[src/rtl/dwt_sched_pkg.sv]
`default_nettype none
// ============================================================================
//  Module   : dwt_sched_pkg
//  Brief    : Shared types and reset constants for the DWT frame scheduler.
//  Revision : 1.0 - initial release
// ============================================================================
package dwt_sched_pkg;

    // Scheduler phases: waiting for a capture, launching the engine,
    // engine running, finished frame waiting for display vsync.
    typedef enum logic [1:0] {
        IDLE  = 2'd0,
        START = 2'd1,
        RUN   = 2'd2,
        HOLD  = 2'd3
    } sched_state_t;

    // Frame bank index; only 0, 1 and 2 are ever used.
    typedef logic [1:0] bank_t;

    localparam bank_t CAP_BANK_RST  = 2'd0;
    localparam bank_t DWT_BANK_RST  = 2'd1;
    localparam bank_t DISP_BANK_RST = 2'd2;

endpackage : dwt_sched_pkg
`default_nettype wire

[src/rtl/dwt_sched_watchdog.sv]
`default_nettype none
// ============================================================================
//  Module   : dwt_sched_watchdog
//  Brief    : RUN-phase cycle counter; flags expiry on the WDOG_CYCLES-th
//             consecutive RUN cycle.
//  Revision : 1.0 - initial release
// ============================================================================
module dwt_sched_watchdog #(
    parameter int WDOG_CYCLES = 1048576
) (
    input  logic clock,
    input  logic reset,
    input  logic clear,     // scheduler is about to enter RUN
    input  logic run,       // scheduler is in RUN this cycle
    output logic expire     // this RUN cycle is the last one allowed
);

    localparam int CNT_W = (WDOG_CYCLES > 2) ? $clog2(WDOG_CYCLES) : 1;
    localparam logic [CNT_W-1:0] C_LAST = CNT_W'(WDOG_CYCLES - 1);

    logic [CNT_W-1:0] r_count;

    // Count RUN cycles; the count restarts each time a new frame launches.
    always_ff @(posedge clock) begin
        if (reset || clear) begin
            r_count <= '0;
        end else if (run && (r_count != C_LAST)) begin
            r_count <= r_count + CNT_W'(1);
        end
    end

    // Expiry is seen on the cycle that holds the final permitted count, so the
    // scheduler leaves RUN on the edge ending its WDOG_CYCLES-th cycle.
    assign expire = run && (r_count == C_LAST);

endmodule : dwt_sched_watchdog
`default_nettype wire

[src/rtl/dwt_frame_scheduler.sv]
`default_nettype none
// ============================================================================
//  Module   : dwt_frame_scheduler
//  Brief    : Triple-buffer bank scheduler between capture, Haar DWT engine
//             and display. Optional RUN watchdog enabled by defining
//             DWT_SCHED_WATCHDOG_EN.
//  Revision : 1.0 - initial release
// ============================================================================
module dwt_frame_scheduler
    import dwt_sched_pkg::*;
#(
    parameter int WDOG_CYCLES = 1048576,
    parameter int DROP_W      = 8
) (
    input  logic              clock,
    input  logic              reset,
    input  logic              cap_frame_done,
    input  logic              disp_vsync,
    input  logic [3:0]        levels_in,
    input  logic              dwt_off_switch,
    output logic              dwt_new_frame,
    output logic [3:0]        dwt_levels,
    output bank_t             cap_bank,
    output bank_t             dwt_bank,
    output bank_t             disp_bank,
    output logic              busy,
    output logic [DROP_W-1:0] dropped,
    output logic              wdog_timeout
);

    // The watchdog counter needs at least two cycles to be meaningful.
    if (WDOG_CYCLES < 2) begin : g_wdog_cycles_check
        $error("dwt_frame_scheduler: WDOG_CYCLES must be at least 2");
    end

    sched_state_t      r_state;
    logic              w_wdog_expire;
    logic [DROP_W-1:0] w_dropped_next;

    // Rejected captures count up and stick at all-ones.
    assign w_dropped_next = (dropped == {DROP_W{1'b1}}) ? dropped
                                                        : dropped + DROP_W'(1);

`ifdef DWT_SCHED_WATCHDOG_EN
    logic w_run_entry;
    logic r_wdog_timeout;

    assign w_run_entry = (r_state == START) && (dwt_levels != 4'd0);

    dwt_sched_watchdog #(
        .WDOG_CYCLES (WDOG_CYCLES)
    ) u_watchdog (
        .clock  (clock),
        .reset  (reset),
        .clear  (w_run_entry),
        .run    (r_state == RUN),
        .expire (w_wdog_expire)
    );

    // Sticky timeout flag; only a reset clears it.
    always_ff @(posedge clock) begin
        if (reset) begin
            r_wdog_timeout <= 1'b0;
        end else if (w_wdog_expire) begin
            r_wdog_timeout <= 1'b1;
        end
    end

    assign wdog_timeout = r_wdog_timeout;
`else
    assign w_wdog_expire = 1'b0;
    assign wdog_timeout  = 1'b0;
`endif

    // Bank ownership FSM; every output is updated on the edge that samples
    // its triggering pulse so the engine sees dwt_bank with the launch pulse.
    always_ff @(posedge clock) begin
        if (reset) begin
            r_state       <= IDLE;
            cap_bank      <= CAP_BANK_RST;
            dwt_bank      <= DWT_BANK_RST;
            disp_bank     <= DISP_BANK_RST;
            dwt_levels    <= 4'd0;
            dwt_new_frame <= 1'b0;
            busy          <= 1'b0;
            dropped       <= '0;
        end else begin
            dwt_new_frame <= 1'b0;
            case (r_state)
                IDLE: begin
                    // Free engine bank: take the fresh capture, hand capture
                    // the old engine bank.
                    if (cap_frame_done) begin
                        cap_bank      <= dwt_bank;
                        dwt_bank      <= cap_bank;
                        dwt_levels    <= levels_in;
                        dwt_new_frame <= 1'b1;
                        busy          <= 1'b1;
                        r_state       <= START;
                    end
                end
                START: begin
                    if (cap_frame_done) begin
                        dropped <= w_dropped_next;
                    end
                    // Zero levels: frame goes to display untouched.
                    if (dwt_levels == 4'd0) begin
                        busy    <= 1'b0;
                        r_state <= HOLD;
                    end else begin
                        r_state <= RUN;
                    end
                end
                RUN: begin
                    if (cap_frame_done) begin
                        dropped <= w_dropped_next;
                    end
                    if (dwt_off_switch || w_wdog_expire) begin
                        busy    <= 1'b0;
                        r_state <= HOLD;
                    end
                end
                HOLD: begin
                    if (disp_vsync && cap_frame_done) begin
                        // Three-way rotation: finished frame to display, new
                        // capture to engine, old display bank to capture.
                        disp_bank     <= dwt_bank;
                        dwt_bank      <= cap_bank;
                        cap_bank      <= disp_bank;
                        dwt_levels    <= levels_in;
                        dwt_new_frame <= 1'b1;
                        busy          <= 1'b1;
                        r_state       <= START;
                    end else if (disp_vsync) begin
                        disp_bank <= dwt_bank;
                        dwt_bank  <= disp_bank;
                        r_state   <= IDLE;
                    end else if (cap_frame_done) begin
                        dropped <= w_dropped_next;
                    end
                end
                default: begin
                    r_state <= IDLE;
                end
            endcase
        end
    end

endmodule : dwt_frame_scheduler
`default_nettype wire
[config.mk]
export PLATFORM = sky130hd
export DESIGN_NAME = dwt_frame_scheduler
export DESIGN_NICKNAME = d
export VERILOG_FILES = /design/src/rtl/dwt_sched_pkg.sv /design/src/rtl/dwt_sched_watchdog.sv /design/src/rtl/dwt_frame_scheduler.sv
export SDC_FILE = /design/constraint.sdc
export NUM_CORES = 1
export LEC_CHECK = 0
export CAP_MARGIN = 20
export CORE_ASPECT_RATIO = 1.25
export CORE_MARGIN = 5
export CORE_UTILIZATION = 45
export CTS_CLUSTER_DIAMETER = 120
export CTS_CLUSTER_SIZE = 16
export DETAILED_ROUTE_END_ITERATION = 8
export GPL_TIMING_DRIVEN = 0
export PLACE_DENSITY = 0.74
export SLEW_MARGIN = 10
export SYNTH_ARGS = -nofsm -noshare
export SYNTH_HDL_FRONTEND = slang
export SYNTH_SLANG_ARGS = --single-unit
[constraint.sdc]
create_clock -name clock -period 2.1 [get_ports clock]
set_input_delay 0.42 -clock clock [delete_from_list [all_inputs] [get_ports clock]]
set_output_delay 0.42 -clock clock [all_outputs]
set_load 0.02 [all_outputs]
# Yosys cells after proc, flatten, opt, wreduce, memory -nomap -nowiden

Index checks and enable logic that the tools add are counted.

Flip-flop bits (word level): 22
Output and inout port bits: 21
Word-level logic and storage cells: 64

Add/sub/neg operators: 1
Equal/unequal tests: 11
Multiplexer cells: 31
Reduce and logical (&&, ||, !) cells: 13

Operators by type and width:

| operator              | number |
|---|---|
| $mux W8               | 4 |
| $mux W2               | 11 |
| $pmux W8 S2           | 1 |
| $ne A2 B2 Y1 const B  | 6 |
| $reduce_and A3 Y1     | 4 |
| $add A8 B1 Y8 const B | 1 |
| $eq A8 B8 Y1 const B  | 1 |
| $mux W4               | 2 |
| $pmux W2 S2           | 2 |
| $pmux W2 S4           | 1 |
| $pmux W4 S2           | 1 |
| $mux W1               | 7 |
| $reduce_bool A2 Y1    | 3 |
| $eq A2 B2 Y1 const B  | 2 |
| $logic_not A4 Y1      | 1 |
| $pmux W1 S4           | 1 |
| $reduce_and A4 Y1     | 1 |
| $ne A3 B3 Y1 const B  | 1 |
| $eq A2 B1 Y1 const B  | 1 |
| $logic_not A2 Y1      | 1 |
| $pmux W1 S2           | 1 |
| $reduce_and A2 Y1     | 1 |
| $reduce_or A2 Y1      | 1 |
| $logic_and A1 B1 Y1   | 1 |

# Logic depth before layout (Yosys ltp)

Gate-level depths: netlist of run 1.

Depth after elaboration: 6
Mapped depth: 6
Mapped depth without buffers: 6

# Least setup slack after synthesis of run 1

No wires, ideal clock.

Path kind: reg2reg
Start point: register r_state[0]
End point: register dropped[5]
Arrival: 1,551 ps
Required time: 1,977 ps
Path slack: 425 ps
Cell stages (with the launch flop): 7
Clock period less this slack: 1,675 ps
Cell sequence: dfxtp_1 ha_1 and2_4 buf_6 nor4_2 nor3b_2 mux2_1

Cells in the longest elaborated chain, start to end: 4
Elaborated cells on any way between the ends: 9
Those cells by class: 5 x eq/ne; 1 x mux; 3 x reduce/logical

Ends and longest elaborated chain:

| element                                      | RTL line                   | RTL |
|---|---|---|
| start: declaration                           | dwt_frame_scheduler.sv:36  | `sched_state_t r_state;` |
| start signal: assignment                     | dwt_frame_scheduler.sv:79  | `r_state <= IDLE;` |
| start signal: assignment                     | dwt_frame_scheduler.sv:99  | `r_state <= START;` |
| start signal: assignment                     | dwt_frame_scheduler.sv:109 | `r_state <= HOLD;` |
| $eq A2 B2 Y1 or $eq A2 B1 Y1 (tied branches) | dwt_frame_scheduler.sv:89  | `case (r_state)` |
| $reduce_or A2 Y1 (no source line)            | --                         |  |
| $reduce_bool A2 Y1 (no source line)          | --                         |  |
| $reduce_and A3 Y1 (no source line)           | --                         |  |
| end signal: assignment                       | dwt_frame_scheduler.sv:104 | `dropped <= w_dropped_next;` |
| end signal: assignment                       | dwt_frame_scheduler.sv:116 | `dropped <= w_dropped_next;` |
| end signal: assignment                       | dwt_frame_scheduler.sv:139 | `dropped <= w_dropped_next;` |
| end: declaration                             | dwt_frame_scheduler.sv:27  | `output logic [DROP_W-1:0] dropped,` |

Parallel ways exist; a longest one is shown, timed or not.
A chain may end at the register's enable or synchronous reset.

# Worst setup path in the final report of run 1

Start point: input port disp_vsync
End point: register dropped[5]

Cells in the longest elaborated chain, start to end: 3
Elaborated cells on any way between the ends: 4
Those cells by class: 2 x eq/ne; 2 x reduce/logical

Ends and longest elaborated chain:

| element                                | RTL line                   | RTL |
|---|---|---|
| start: declaration                     | dwt_frame_scheduler.sv:18  | `input logic disp_vsync,` |
| $logic_and A1 B1 Y1                    | dwt_frame_scheduler.sv:124 | `if (disp_vsync && cap_frame_done) begin` |
| $ne A2 B2 Y1 (no source line)          | --                         |  |
| $reduce_and A3 Y1 (no source line) (*) | --                         |  |

Mark *: on every way between the ends. The rest lies on a longest branch, timed or not.

==> impl_metrics.xml, run 1 <==
<?xml version="1.0" encoding="UTF-8"?>
<metrics>
  <group name="drt">
    <metric name="dr.pass1.iters" unit="">5</metric>
    <metric name="ant_nets" unit="">0</metric>
    <metric name="drt_drc_violations_left" unit="">0</metric>
    <metric name="vias" unit="">1073</metric>
    <metric name="drt_wl_total" unit="µm">2790</metric>
    <metric name="vias_per_cell" unit="">5.53</metric>
    <metric name="wire_per_inst" unit="µm">14.4</metric>
    <metric name="first_iter_violations" unit="">63</metric>
  </group>
  <group name="timing">
    <metric name="setup_repair_after_global_routing_missed_its_margin" unit="">false</metric>
    <metric name="final_hold_viol_count" unit="">0</metric>
    <metric name="maxSlewViolCount" unit="">0</metric>
    <metric name="setup_slack" unit="ns">0.159</metric>
    <metric name="final.setup_skew" unit="ns">0.00157</metric>
    <metric name="fin_setup_tns" unit="ns">0</metric>
    <metric name="final_min_period_over_clock_period" unit="%">92.4</metric>
    <metric name="timing.hold.ws" unit="ns">0.489</metric>
    <metric name="period_minus_slack" unit="ns">1.94</metric>
    <metric name="clock.fmax" unit="GHz">0.515</metric>
    <metric name="setup_violations" unit="">0</metric>
  </group>
  <group name="power_and_ir_drop">
    <metric name="power_density" unit="mW/mm²">1040</metric>
    <metric name="post-layout-total-power" unit="mW">1.57</metric>
    <metric name="max-vdd-ir-drop" unit="mV">0.674</metric>
    <metric name="power.static_leakage" unit="nW">0.620</metric>
  </group>
  <group name="global_route">
    <metric name="grt_antenna_before_repair" unit="">0</metric>
    <metric name="largest_net_degree_at_the_start_of_global_routing" unit="">12</metric>
    <metric name="via_count_of_the_first_global_routing_pass" unit="">1060</metric>
    <metric name="globalRouteOverflowTotal" unit="">0</metric>
    <metric name="grt_util_all_layers" unit="%">15.4</metric>
    <metric name="global_route_wire_length_before_repair" unit="µm">4640</metric>
  </group>
  <group name="die">
    <metric name="die_h" unit="µm">67.1</metric>
    <metric name="fp-row-count" unit="">20</metric>
    <metric name="die_x" unit="µm">55.7</metric>
    <metric name="core_area" unit="mm²">0.00248</metric>
    <metric name="initial_utilization" unit="%">47.4</metric>
    <metric name="boundaryPins" unit="">30</metric>
    <metric name="fp.dieArea" unit="mm²">0.00374</metric>
  </group>
  <group name="worst_setup_path">
    <metric name="r2r_slack" unit="ns">0.24</metric>
    <metric name="worstSetupEndpointType" unit="">flop</metric>
    <metric name="startpoint" unit="">disp_vsync</metric>
    <metric name="critical_path.cell_chain" unit="">clkdlybuf4s50_1 &gt; and2_4 &gt; buf_6 &gt; nor4_2 &gt; nor3b_2 &gt; mux2_1</metric>
    <metric name="crit_family" unit="">simple AND/OR/NAND/NOR gates</metric>
    <metric name="critPathArrivalTime" unit="ns">2.14</metric>
    <metric name="worst_r2r_path_depth" unit="">6</metric>
    <metric name="critical_path_buf_inv_count" unit="">2</metric>
    <metric name="reg2reg_from" unit="">r_state[1]</metric>
    <metric name="cp-endpoint" unit="">dropped[5]</metric>
    <metric name="critical_path.max_stage_delay" unit="ns">0.51</metric>
    <metric name="critical_path_peak_fanout" unit="">8</metric>
    <metric name="worstPathRequired" unit="ns">2.30</metric>
    <metric name="slowest_stage" unit="">sky130_fd_sc_hd__clkdlybuf4s50_1</metric>
    <metric name="start_kind" unit="">primary input</metric>
    <metric name="worst_r2r_endpoint" unit="">dropped[5]</metric>
    <metric name="critPathKind" unit="">in2reg</metric>
    <metric name="crit_cells" unit="">6</metric>
  </group>
  <group name="clock_tree">
    <metric name="clk-insertion-delay-late" unit="ns">0.30</metric>
    <metric name="htreeDepth" unit="">1</metric>
    <metric name="tritoncts.num_buffers" unit="">3</metric>
    <metric name="ctsLongestPathBuffers" unit="">2</metric>
    <metric name="cts_post_setup_buffers_inserted" unit="">0</metric>
    <metric name="clk_root_buffer_cell" unit="">sky130_fd_sc_hd__clkbuf_4</metric>
    <metric name="path_clk_slew" unit="ns">0.12</metric>
    <metric name="cts.sink_count" unit="">22</metric>
    <metric name="cts_hold_buffers" unit="">0</metric>
    <metric name="cts_resized" unit="">0</metric>
    <metric name="clock_tree_from_tritoncts" unit="">yes</metric>
  </group>
  <group name="placed_design">
    <metric name="post-place-ws" unit="ns">-0.148</metric>
    <metric name="hpwl" unit="µm">2080</metric>
    <metric name="placedInstanceArea" unit="mm²">0.00149</metric>
    <metric name="place_inst" unit="">191</metric>
    <metric name="gpl.final_weighted_congestion" unit="">0.776</metric>
    <metric name="place.port_buffers" unit="">27</metric>
  </group>
  <group name="yosys">
    <metric name="yosys.cell_types.count" unit="">40</metric>
    <metric name="synthTopCellsByCount" unit="">sky130_fd_sc_hd__dfxtp_1, sky130_fd_sc_hd__nor2_1, sky130_fd_sc_hd__mux2i_1, sky130_fd_sc_hd__nand2_1, sky130_fd_sc_hd__inv_1</metric>
    <metric name="synth-warning-count" unit="">0</metric>
    <metric name="synth.avg_cell_area" unit="µm²">8.96</metric>
    <metric name="synth_seq_area_share" unit="%">37.5</metric>
    <metric name="synth_most_common_cell" unit="">sky130_fd_sc_hd__dfxtp_1</metric>
    <metric name="synth_top_area_share" unit="%">37.5</metric>
    <metric name="netlist_instances" unit="">131</metric>
    <metric name="synthDominantAreaCellType" unit="">sky130_fd_sc_hd__dfxtp_1</metric>
    <metric name="ys.flop_type" unit="">sky130_fd_sc_hd__dfxtp_1</metric>
    <metric name="ys_top_cells_by_area" unit="">sky130_fd_sc_hd__dfxtp_1, sky130_fd_sc_hd__mux2i_1, sky130_fd_sc_hd__nor2_1, sky130_fd_sc_hd__ha_1, sky130_fd_sc_hd__nand2_1</metric>
    <metric name="syn-cell-area" unit="mm²">0.00117</metric>
    <metric name="synth_enable_flop_cells" unit="">0</metric>
    <metric name="postSynthRegisterBits" unit="">22</metric>
    <metric name="asyncSetResetFlopFracSynth" unit="%">0</metric>
    <metric name="post_synthesis_net_count" unit="">145</metric>
  </group>
  <group name="finish">
    <metric name="filler_cell_count" unit="">216</metric>
    <metric name="finish.utilization" unit="%">60.9</metric>
    <metric name="final_cell_area" unit="mm²">0.00151</metric>
    <metric name="post_route_cells_drive_above_1_share" unit="%">11.2</metric>
    <metric name="num-nets-final" unit="">177</metric>
    <metric name="area_growth_syn_to_layout" unit="%">28.5</metric>
    <metric name="antenna-diode-count" unit="">0</metric>
    <metric name="finish.cell_count_without_fillers" unit="">194</metric>
  </group>
  <group name="run">
    <metric name="drv_cap" unit="">0</metric>
  </group>
  <group name="run_status">
    <metric name="outcome" unit="">finished clean</metric>
  </group>
  <group name="hold_path">
    <metric name="hold_path.class" unit="">reg2reg</metric>
  </group>
</metrics>
[routing by layer]
metal  global-route usage, %  part of all wire [%]
met5                       0                     0
met4                    6.69                   1.5
met3                    3.49                   6.4
met2                    29.4                    50
met1                    16.0                    42
[placed cells by master (no fill, tap or decap), types with 3 or more instances in the layout]
cell type	n
sky130_fd_sc_hd__ha_1	5
sky130_fd_sc_hd__nand3_1	3
sky130_fd_sc_hd__dfxtp_1	22
sky130_fd_sc_hd__clkdlybuf4s50_1	27
sky130_fd_sc_hd__nand2_1	9
sky130_fd_sc_hd__a211oi_1	3
sky130_fd_sc_hd__nand4_1	4
sky130_fd_sc_hd__mux2_2	3
sky130_fd_sc_hd__clkbuf_4	3
sky130_fd_sc_hd__nor2_1	21
sky130_fd_sc_hd__mux2i_1	14
sky130_fd_sc_hd__nor2b_1	5
sky130_fd_sc_hd__inv_1	6
[worst reg2reg max path, cell delays in order (launching register included)]
cell and delay, ns:
sky130_fd_sc_hd__dfxtp_1 0.39, sky130_fd_sc_hd__ha_1 0.20, sky130_fd_sc_hd__buf_2 0.23, sky130_fd_sc_hd__nor2_1 0.13
sky130_fd_sc_hd__nor4_2 0.23, sky130_fd_sc_hd__nor3b_2 0.25, sky130_fd_sc_hd__mux2_1 0.33
[worst min-delay path by stage]
| stage | start | endpoint | slack (ns) | depth (start not counted) |
|---|---|---|---|---|
| global placement | busy | busy | 0.46 | 2 |
| finish | busy | busy | 0.49 | 2 |
| floorplan | r_state[1] | r_state[1] | 0.51 | 2 |
| global route | cap_frame_done | dwt_new_frame | 0.52 | 3 |
| detailed placement | busy | busy | 0.47 | 2 |
| CTS | busy | busy | 0.49 | 2 |
[kinds of logic after synthesis]
family	count (synthesis)	share of synthesized area, %
AND/OR/NAND/NOR	56	25.2
XOR/XNOR	1	0.746
multiplexers	18	15.8
flip-flops	22	37.5
buffers and inverters	12	5.01
other	1	0.320
AO/OA/AOI/OAI	16	10.1
adder cells (fa/ha/maj)	5	5.33
[flip-flops by register name, summed over array words and instances (netlist names)]
| name | cells |
|---|---|
| disp_bank | 2 |
| dwt_bank | 2 |
| cap_bank | 2 |
| busy | 1 |
| dwt_levels | 4 |
| r_state | 2 |
| dropped | 8 |
| dwt_new_frame | 1 |
[layout make-up]
cell class	count	area (µm²)	area share, %
clock buffer	3	22.5	1.49
sequential	22	440	29.2
timing repair buffer	27	270	17.9
tap	33	41.3	2.74
multi-input combinational	97	674	44.7
inverter	6	22.5	1.49
buffer	6	36.3	2.41
[report_power, final]
part	switching [mW]	internal, mW	total, mW
logic	0.424	0.384	0.808
clock network	0.125	0.0670	0.191
registers	0.0698	0.502	0.571
(Power assumes the default switching activity.)
==> run 2: changes to the inputs <==
--- a/config.mk
+++ b/config.mk
@@ -5,7 +5,6 @@
 export SDC_FILE = /design/constraint.sdc
 export NUM_CORES = 1
 export LEC_CHECK = 0
-export CAP_MARGIN = 20
 export CORE_ASPECT_RATIO = 1.25
 export CORE_MARGIN = 5
 export CORE_UTILIZATION = 45
@@ -13,6 +12,7 @@
 export CTS_CLUSTER_SIZE = 16
 export DETAILED_ROUTE_END_ITERATION = 8
 export GPL_TIMING_DRIVEN = 0
+export HOLD_SLACK_MARGIN = 0.1
 export PLACE_DENSITY = 0.74
 export SLEW_MARGIN = 10
 export SYNTH_ARGS = -nofsm -noshare
==> results of run 2 <==
Same layout as run 1: the final DEF is identical, and so are final timing and power.
